## src/rtl/spi_pkg.sv

```systemverilog
// ============================================================================
// Module      : spi_pkg
// Description : Shared constants for the SPI memory transaction controller.
// Revision    : 1.0 - initial release
// ============================================================================
`default_nettype none

package spi_pkg;

    localparam int BYTE_BITS_DEFAULT = 8;

    // Polarity of shift register bit 0 that requests a memory read
    localparam logic RW_READ = 1'b1;

    localparam int STATE_W = 4;

    localparam logic [STATE_W-1:0] ST_IDLE         = 4'd0;
    localparam logic [STATE_W-1:0] ST_GET          = 4'd1;
    localparam logic [STATE_W-1:0] ST_GOT          = 4'd2;
    localparam logic [STATE_W-1:0] ST_READ_WAIT    = 4'd3;
    localparam logic [STATE_W-1:0] ST_READ_LOAD    = 4'd4;
    localparam logic [STATE_W-1:0] ST_READ_SHIFT   = 4'd5;
    localparam logic [STATE_W-1:0] ST_WRITE        = 4'd6;
    localparam logic [STATE_W-1:0] ST_WRITE_COMMIT = 4'd7;
    localparam logic [STATE_W-1:0] ST_DONE         = 4'd8;

endpackage

`default_nettype wire

```

## src/rtl/spi_bit_counter.sv

```systemverilog
// ============================================================================
// Module      : spi_bit_counter
// Description : Bit counter shared by every SPI field; flags the last bit.
// Revision    : 1.0 - initial release
// ============================================================================
`default_nettype none

module spi_bit_counter
    import spi_pkg::*;
#(
    parameter int BYTE_BITS = BYTE_BITS_DEFAULT
) (
    input  logic clk,
    input  logic resetN,
    input  logic clear,
    input  logic incr,
    output logic terminal
);

    localparam int CNT_W = $clog2(BYTE_BITS);
    localparam logic [CNT_W-1:0] LAST = CNT_W'(BYTE_BITS - 1);

    logic [CNT_W-1:0] count_q;
    logic [CNT_W-1:0] count_d;

    always_comb begin
        terminal = incr && (count_q == LAST);
        count_d  = count_q;
        if (clear || terminal) begin
            count_d = '0;
        end else if (incr) begin
            count_d = count_q + 1'b1;
        end
    end

    always_ff @(posedge clk or negedge resetN) begin
        if (!resetN) begin
            count_q <= '0;
        end else begin
            count_q <= count_d;
        end
    end

endmodule

`default_nettype wire

```

## src/rtl/spi_control_fsm.sv

```systemverilog
// ============================================================================
// Module      : spi_control_fsm
// Description : Moore transaction controller for the SPI memory datapath.
//               SPI_FSM_DEBUG_EN adds fsmState / txnCount observation ports.
// Revision    : 1.0 - initial release
// ============================================================================
`default_nettype none

module spi_control_fsm
    import spi_pkg::*;
#(
    parameter int BYTE_BITS = BYTE_BITS_DEFAULT
) (
    input  logic clk,
    input  logic resetN,
    input  logic sClkPosEdge,
    input  logic sClkNegEdge,
    input  logic csN,
    input  logic rwBit,
    output logic addrLatchEnable,
    output logic srLoadEnable,
    output logic dmWriteEnable,
    output logic misoBufferEnable
`ifdef SPI_FSM_DEBUG_EN
    ,
    output logic [STATE_W-1:0] fsmState,
    output logic [7:0]         txnCount
`endif
);

    logic [STATE_W-1:0] state_q;
    logic [STATE_W-1:0] state_d;
    logic               cnt_clear;
    logic               cnt_incr;
    logic               cnt_terminal;

    // Each state counts only its own strobe; csN high suppresses counting
    always_comb begin
        cnt_incr = 1'b0;
        if (!csN) begin
            case (state_q)
                ST_GET, ST_WRITE: cnt_incr = sClkPosEdge;
                ST_READ_SHIFT:    cnt_incr = sClkNegEdge;
                default:          cnt_incr = 1'b0;
            endcase
        end
        cnt_clear = csN || (state_q == ST_IDLE) || (state_q == ST_READ_LOAD);
    end

    spi_bit_counter #(
        .BYTE_BITS (BYTE_BITS)
    ) u_bit_counter (
        .clk      (clk),
        .resetN   (resetN),
        .clear    (cnt_clear),
        .incr     (cnt_incr),
        .terminal (cnt_terminal)
    );

    always_ff @(posedge clk or negedge resetN) begin
        if (!resetN) begin
            state_q <= ST_IDLE;
        end else begin
            state_q <= state_d;
        end
    end

    always_comb begin
        state_d = state_q;
        if (csN) begin
            state_d = ST_IDLE;
        end else begin
            case (state_q)
                ST_IDLE:         state_d = ST_GET;
                ST_GET:          if (cnt_terminal) state_d = ST_GOT;
                ST_GOT:          state_d = (rwBit == RW_READ) ? ST_READ_WAIT : ST_WRITE;
                ST_READ_WAIT:    state_d = ST_READ_LOAD;
                ST_READ_LOAD:    state_d = ST_READ_SHIFT;
                ST_READ_SHIFT:   if (cnt_terminal) state_d = ST_DONE;
                ST_WRITE:        if (cnt_terminal) state_d = ST_WRITE_COMMIT;
                ST_WRITE_COMMIT: state_d = ST_DONE;
                ST_DONE:         state_d = ST_DONE;
                default:         state_d = ST_IDLE;
            endcase
        end
    end

    always_comb begin
        addrLatchEnable  = 1'b0;
        srLoadEnable     = 1'b0;
        dmWriteEnable    = 1'b0;
        misoBufferEnable = 1'b0;
        case (state_q)
            ST_GOT:          addrLatchEnable  = 1'b1;
            ST_READ_LOAD:    srLoadEnable     = 1'b1;
            ST_READ_SHIFT:   misoBufferEnable = 1'b1;
            ST_WRITE_COMMIT: dmWriteEnable    = 1'b1;
            default: ;
        endcase
    end

`ifdef SPI_FSM_DEBUG_EN
    logic [7:0] txn_count_q;
    logic [7:0] txn_count_d;

    always_comb begin
        txn_count_d = txn_count_q;
        if ((state_d == ST_DONE) && (state_q != ST_DONE)) begin
            txn_count_d = txn_count_q + 8'd1;
        end
    end

    always_ff @(posedge clk or negedge resetN) begin
        if (!resetN) begin
            txn_count_q <= '0;
        end else begin
            txn_count_q <= txn_count_d;
        end
    end

    assign fsmState = state_q;
    assign txnCount = txn_count_q;
`endif

endmodule

`default_nettype wire

```

## config.mk

```make
export PLATFORM = sky130hd
export DESIGN_NAME = spi_control_fsm
export DESIGN_NICKNAME = d
export VERILOG_FILES = /design/src/rtl/spi_pkg.sv /design/src/rtl/spi_bit_counter.sv /design/src/rtl/spi_control_fsm.sv
export SDC_FILE = /design/constraint.sdc
export NUM_CORES = 1
export LEC_CHECK = 0
export ABC_CLOCK_PERIOD_IN_PS = 1900
export BUFFER_PORTS_ARGS = -buffer_cell sky130_fd_sc_hd__buf_4
export CORE_AREA = 2 2 39 41
export DETAILED_ROUTE_END_ITERATION = 16
export DIE_AREA = 0 0 41 43
export PLACE_DENSITY = 0.63
export SKIP_CTS_REPAIR_TIMING = 1
export SYNTH_ARGS = -nofsm -noshare
export SYNTH_HDL_FRONTEND = slang
export SYNTH_HIERARCHICAL = 1
export SYNTH_SLANG_ARGS = --single-unit
```

## constraint.sdc

```tcl
create_clock -name clk -period 1.9 [get_ports clk]
set_input_delay 0.095 -clock clk [delete_from_list [all_inputs] [get_ports clk]]
set_output_delay 0.095 -clock clk [all_outputs]
set_load 0.005 [all_outputs]
```

==> flow_summary.yaml, run 1 <==
sta:
  setup_viol: 0
  max_freq_mhz: 593
  fin_skew_ns: 0.00374
  setup-tns-final_ns: 0
  slew_headroom: 0.838
  rsz0062_at_grt: "false"
  min_period_ns: 1.69
  hold_violations: 0
  worst_pin_slew_ns: 0.240
  final_max_slew_viol_count: 0
  fin_crit_sh: 0.887
logic_synthesis:
  syn_avg_cell_area_um2: 10.5
  postSynthCellCount: 46
  ys_seq_elements: 7
  yosys.area.top_type: "dfrtp_1"
  synth_cell_types: 29
  synth_area_leaders: "dfrtp_1 36%, ha_1 5.2%, a32o_1 4.1%, mux2i_1 4.1%, or4b_1 4.1%"
  synth_area_um2: 483
  synth.top_cell.area_share: 0.363
  yosys_warnings: 6
  syn_nets: 54
  ys_seq_area_frac: 0.363
drt:
  ant_nets: 0
  drtPass1Iterations: 4
  wl_um: 1010
  vias_per_cell: 5.33
  wl_per_cell_um: 13.4
  drc_errors: 0
  num_vias: 400
  drt_iter0_drc: 3
power:
  peakVddDrop_v: 0.000203
  p_per_area_nw_per_um2: 550
  p_leak_uw: 0.000291
floorplanning:
  io_pins: 10
  die_h_um: 43
  die_area_um2: 1760
  dieWidth_um: 41
  rows: 14
  initial_utilization: 0.349
  core_area_um2: 1380
finish:
  layout_commonest_cell: "buf_4"
  n_antenna_cell: 0
  mostFrequentLayoutCells: "12 x buf_4, 7 x dfrtp_1, 4 x nor2_1"
  layout-drive-gt1-share: 0.339
  final_cells: 75
  nets: 68
  syn2layout_area_growth_pct: 27.2
  multi_input_area_um2: 289
  seqCellArea_um2: 175
  n_fill_cell: 129
setup_path:
  slowest_delay_ns: 0.52
  crit_path_top_delay_cell: "or4b_1"
  crit_path_cell_trace: "or4b_1 -> o22ai_2 -> and2_2 -> nand4bb_1 -> a21oi_1"
  crit_arrival_ns: 1.87
  cp-end-kind: "register"
  critPathMaxFanout: 10
  critPathRequiredTime_ns: 2.09
  crit_type: "register to register"
  crit_path_start_kind: "register"
job:
  drv_cap: 0
cts:
  htreeDepth: 1
  clockRootBuffer: "clkbuf_4"
  clk_latency_ns: 0.26
  clockBufferDepth: 2
  numCtsBuffers: 3
  clock-sinks: 7
  cts_tree: "built"
  clkSlewWorstSetupHoldPaths_ns: 0.06
global_route:
  track_usage: 0.149
  grt_pass1_wl_um: 1600
  antenna_found_initial: 0
  grt_max_degree: 14
  grt.overflow.total: 0
  grt_pass1_vias: 387
placement:
  portBuffers: 9
  dp.cells: 70
  dp_hpwl_um: 698
  gp_congestion: 0.790
hold_path:
  min_path_type: "input pin to register"
status:
  status: "complete, no violations"
-- layer usage --
layer	up-vias	GRT usage	routed length [µm]
met1	184	0.171	477
met3	4	0.0628	36
met2	5	0.194	459
met5	-	0	0
li1	207	-	-
met4	0	0.140	34
-- state kept, by name, indices dropped and copies added (netlist names) --
register and flops:
u_bit_counter/count_q 3, state_q 4
-- cell type report --
class,instances,area share
clock buffers,4,0.0428
inverters,1,0.00611
multi-input cells,34,0.470
flip-flops and latches,7,0.285
well taps,16,0.0326
repair buffers,13,0.163
-- stage by stage --
stage	cell area, µm²	hold WS, ns	total power (µW)	setup WS [ns]	util
after global placement	572	-0.0836	192	0.219	0.413
after CTS	598	-0.370	341	0.155	0.432
after detailed placement	572	-0.0846	192	0.184	0.413
after floorplan	483	-0.201	174	0.258	-
after global routing	614	0.0601	355	0.0754	0.444
final	614	0.0581	338	0.214	0.444
-- cells by family (layout without fill, tap and decap cells) --
family / after synthesis / after routing / share of synthesized area
AND/OR/NAND/NOR: 21 / 21 / 0.334
AO/OA/AOI/OAI: 9 / 9 / 0.158
flip-flops: 7 / 7 / 0.363
buffers and inverters: 5 / 18 / 0.0518
adder cells (fa/ha/maj): 2 / 2 / 0.0518
multiplexers: 2 / 2 / 0.0415
-- power by group --
part | switching, µW | leakage, µW | internal [µW]
combinational | 19.1 | 0.000181 | 20.1
sequential | 1.22 | 0.0000950 | 151
clock | 65.3 | 0.0000150 | 80.8
-- worst max-delay path, delay by kind of cell, from the launching register on --
kind	cells	cell delay, ns
DFF	1	0.46
AOI/OAI and AO/OA	2	0.30
and+or+nand+nor	3	0.85
-- synthesized netlist by cell type, drive strengths merged --
| cell type | number |
|---|---|
| nor2b | 1 |
| dfrtp | 7 |
| nor4b | 1 |
| or2 | 2 |
| ha | 2 |
| buf | 3 |
| o31ai | 1 |
| nor3b | 1 |
| clkbuf | 1 |
| a21oi | 1 |
| mux2i | 2 |
| a2111o | 1 |
| nor2 | 4 |
| and4bb | 1 |
| nor4 | 1 |
| or4b | 2 |
| nand4bb | 1 |
| a22o | 1 |
| nand2b | 1 |
| nand4b | 1 |
| and4b | 1 |
| nor3 | 2 |
| or4bb | 1 |
| o211a | 1 |
| o22ai | 2 |
| inv | 1 |
| and2 | 1 |
| a32o | 2 |
-- final timing paths --
path                                     startpoint                  endpoint  slack (ns)  depth (start not counted)
max in group asynchronous                    resetN  u_bit_counter/count_q[1]        1.60                          2
setup / recovery                         state_q[3]                state_q[1]        0.21                          5
hold / removal                                  csN                state_q[3]        0.06                          2
hold reg to reg            u_bit_counter/count_q[2]  u_bit_counter/count_q[2]        0.50                          1
min in group asynchronous                    resetN                state_q[3]        0.18                          2
setup reg to reg                         state_q[3]                state_q[1]        0.21                          5
(Power assumes the default switching activity.)
==> run 2, diff against run 1 <==
--- a/config.mk
+++ b/config.mk
@@ -5,12 +5,13 @@
 export SDC_FILE = /design/constraint.sdc
 export NUM_CORES = 1
 export LEC_CHECK = 0
-export ABC_CLOCK_PERIOD_IN_PS = 1900
+export ABC_CLOCK_PERIOD_IN_PS = 1500
 export BUFFER_PORTS_ARGS = -buffer_cell sky130_fd_sc_hd__buf_4
 export CORE_AREA = 2 2 39 41
 export DETAILED_ROUTE_END_ITERATION = 16
 export DIE_AREA = 0 0 41 43
-export PLACE_DENSITY = 0.63
+export PLACE_DENSITY = 0.65
+export RECOVER_POWER = 50
 export SKIP_CTS_REPAIR_TIMING = 1
 export SYNTH_ARGS = -nofsm -noshare
 export SYNTH_HDL_FRONTEND = slang
==> constraint.sdc (replaced) <==
create_clock -name clk -period 1.5 [get_ports clk]
set_input_delay 0.075 -clock clk [delete_from_list [all_inputs] [get_ports clk]]
set_output_delay 0.075 -clock clk [all_outputs]
set_load 0.005 [all_outputs]
==> flow_summary.yaml, run 2 (synthesis gave the netlist of run 1 again) <==
power:
  p_sw_uw: 95.0
  p_int_uw: 325
  power_uw: 420
  p_sw_frac: 0.226
  power.share.clock: 0.399
  power_frac_seq: 0.460
  p_per_area_nw_per_um2: 625
  peakVddDrop_v: 0.000455
  pwr-share-comb: 0.140
  p_leak_uw: 0.000325
setup_path:
  r2r_start: "state_q[1]"
  reg2reg_depth: 5
  r2r_slack_ns: -0.10
  crit_type: "register to register"
  crit_start: "state_q[1]"
  critPathMaxFanout: 5
  slowest_delay_ns: 0.54
  crit_path_start_kind: "register"
  crit_path_cell_trace: "or4b_4 -> o22ai_2 -> and2_4 -> mux2i_1 -> o31ai_1"
  crit_path_top_delay_cell: "or4b_4"
  crit_arrival_ns: 1.76
  critPathRequiredTime_ns: 1.65
  rr_endpoint: "state_q[0]"
  cp-end-kind: "register"
drt:
  wl_um: 1060
  drtPass1Iterations: 4
  drt_iter0_drc: 8
  drc_errors: 0
  vias_per_cell: 5.39
  ant_nets: 0
  num_vias: 442
  wl_per_cell_um: 13.0
placement:
  place_area_um2: 632
  pre_cts_slack_ns: -0.0867
  gp_congestion: 0.794
  portBuffers: 9
  dp_hpwl_um: 798
job:
  drv_cap: 0
global_route:
  grt.overflow.total: 0
  grt_pass1_vias: 422
  grt_pass1_wl_um: 1790
  antenna_found_initial: 0
  grt_max_degree: 13
  track_usage: 0.152
floorplanning:
  die_h_um: 43
  core_area_um2: 1380
  initial_utilization: 0.349
  rows: 14
  dieWidth_um: 41
  die_area_um2: 1760
  io_pins: 10
sta:
  fin_skew_ns: 0.00226
  worst_pin_slew_ns: 0.395
  hold_violations: 0
  final_max_slew_viol_count: 0
  slew_headroom: 0.737
  fin_crit_sh: 1.07
  worst_slack_ns: -0.101
  hold_slack_ns: 0.0903
  rsz0062_at_grt: "true"
  setup_viol: 7
  max_freq_mhz: 625
  min_period_ns: 1.60
cts:
  cts_tree: "built"
  clockBufferDepth: 2
  clockRootBuffer: "clkbuf_4"
  clkSlewWorstSetupHoldPaths_ns: 0.05
  htreeDepth: 1
  clock-sinks: 7
  clk_latency_ns: 0.25
  numCtsBuffers: 3
status:
  status: "complete, but fails checks"
  violations: "setup timing"
finish:
  nets: 75
  largest-register: "state_q"
  mostFrequentLayoutCells: "18 x buf_4, 7 x dfrtp_1, 4 x nor2_1"
  fin_util: 0.486
  n_antenna_cell: 0
  largest_register_ffs: 4
  n_fill_cell: 138
  layout-drive-gt1-share: 0.424
  syn2layout_area_growth_pct: 39.1
  reg_top3: "state_q: 4 flops, u_bit_counter/count_q: 3 flops"
  design_area_um2: 672
  layout_commonest_cell: "buf_4"
hold_path:
  min_to: "state_q[3]"
  min_path_type: "input pin to register"
  hold_depth: 2
  min_from: "csN"
==> run 2: cell count changes in the layout (fill, tap and decap cells not counted) <==
cell      delta
buf_4        +6
clkbuf_1     +1
or4b_4       +1
a21oi_1      -1
or4b_1       -1
and2_2       -1
and2_4       +1
a21oi_2      +1
==> run 2: worst max-delay path: cells and delay by family, from the launching register on <==
kind	cells	cell delay, ns
AND/OR/NAND/NOR	2	0.74
multiplexers	1	0.07
AO/OA/AOI/OAI	2	0.32
flip-flops	1	0.38
==> run 2: power groups by stage <==
| stage | clock network (µW) | logic, µW | registers [µW] |
|---|---|---|---|
| floorplan | 0 | 25.2 | 197 |
| global placement | 0 | 55.3 | 196 |
| detailed placement | 0 | 55.8 | 196 |
| CTS | 180 | 56.2 | 193 |
| global route | 197 | 65.9 | 193 |
| finish | 168 | 58.9 | 193 |
==> run 2: metal layers <==
| layer | up-vias | share of wire | track usage |
|---|---|---|---|
| li1 | 222 | - | - |
| met3 | 2 | 0.029 | 0.0628 |
| met4 | 0 | 0.0056 | 0.0600 |
| met2 | 7 | 0.50 | 0.225 |
| met1 | 211 | 0.47 | 0.189 |
| met5 | - | 0 | 0 |
==> run 2: area by class of cell <==
type | count | area [µm²] | share of cell area
Timing Repair Buffer | 20 | 149 | 0.222
Sequential cell | 7 | 175 | 0.261
Clock buffer | 4 | 26.3 | 0.0391
Tap cell | 16 | 20.0 | 0.0298
Multi-Input combinational cell | 34 | 298 | 0.443
Inverter | 1 | 3.75 | 0.00559
==> run 2: how the worst max path moves through the flow <==
stage                      end  slack [ns]  depth (start not counted)
global route        state_q[1]       -0.17                          5
detailed placement  state_q[0]       -0.09                          5
CTS                 state_q[0]       -0.11                          5
finish              state_q[0]       -0.10                          5
global placement    state_q[0]       -0.04                          5
floorplan           state_q[0]       -0.08                          6
==> run 2: through the flow <==
| step | instances | TNS [ns] |
|---|---|---|
| CTS | 81 | -0.600 |
| global route | 82 | -0.870 |
| floorplan | 46 | -0.178 |
| detailed placement | 77 | -0.427 |
| global placement | 77 | -0.121 |
| finish | 82 | -0.500 |
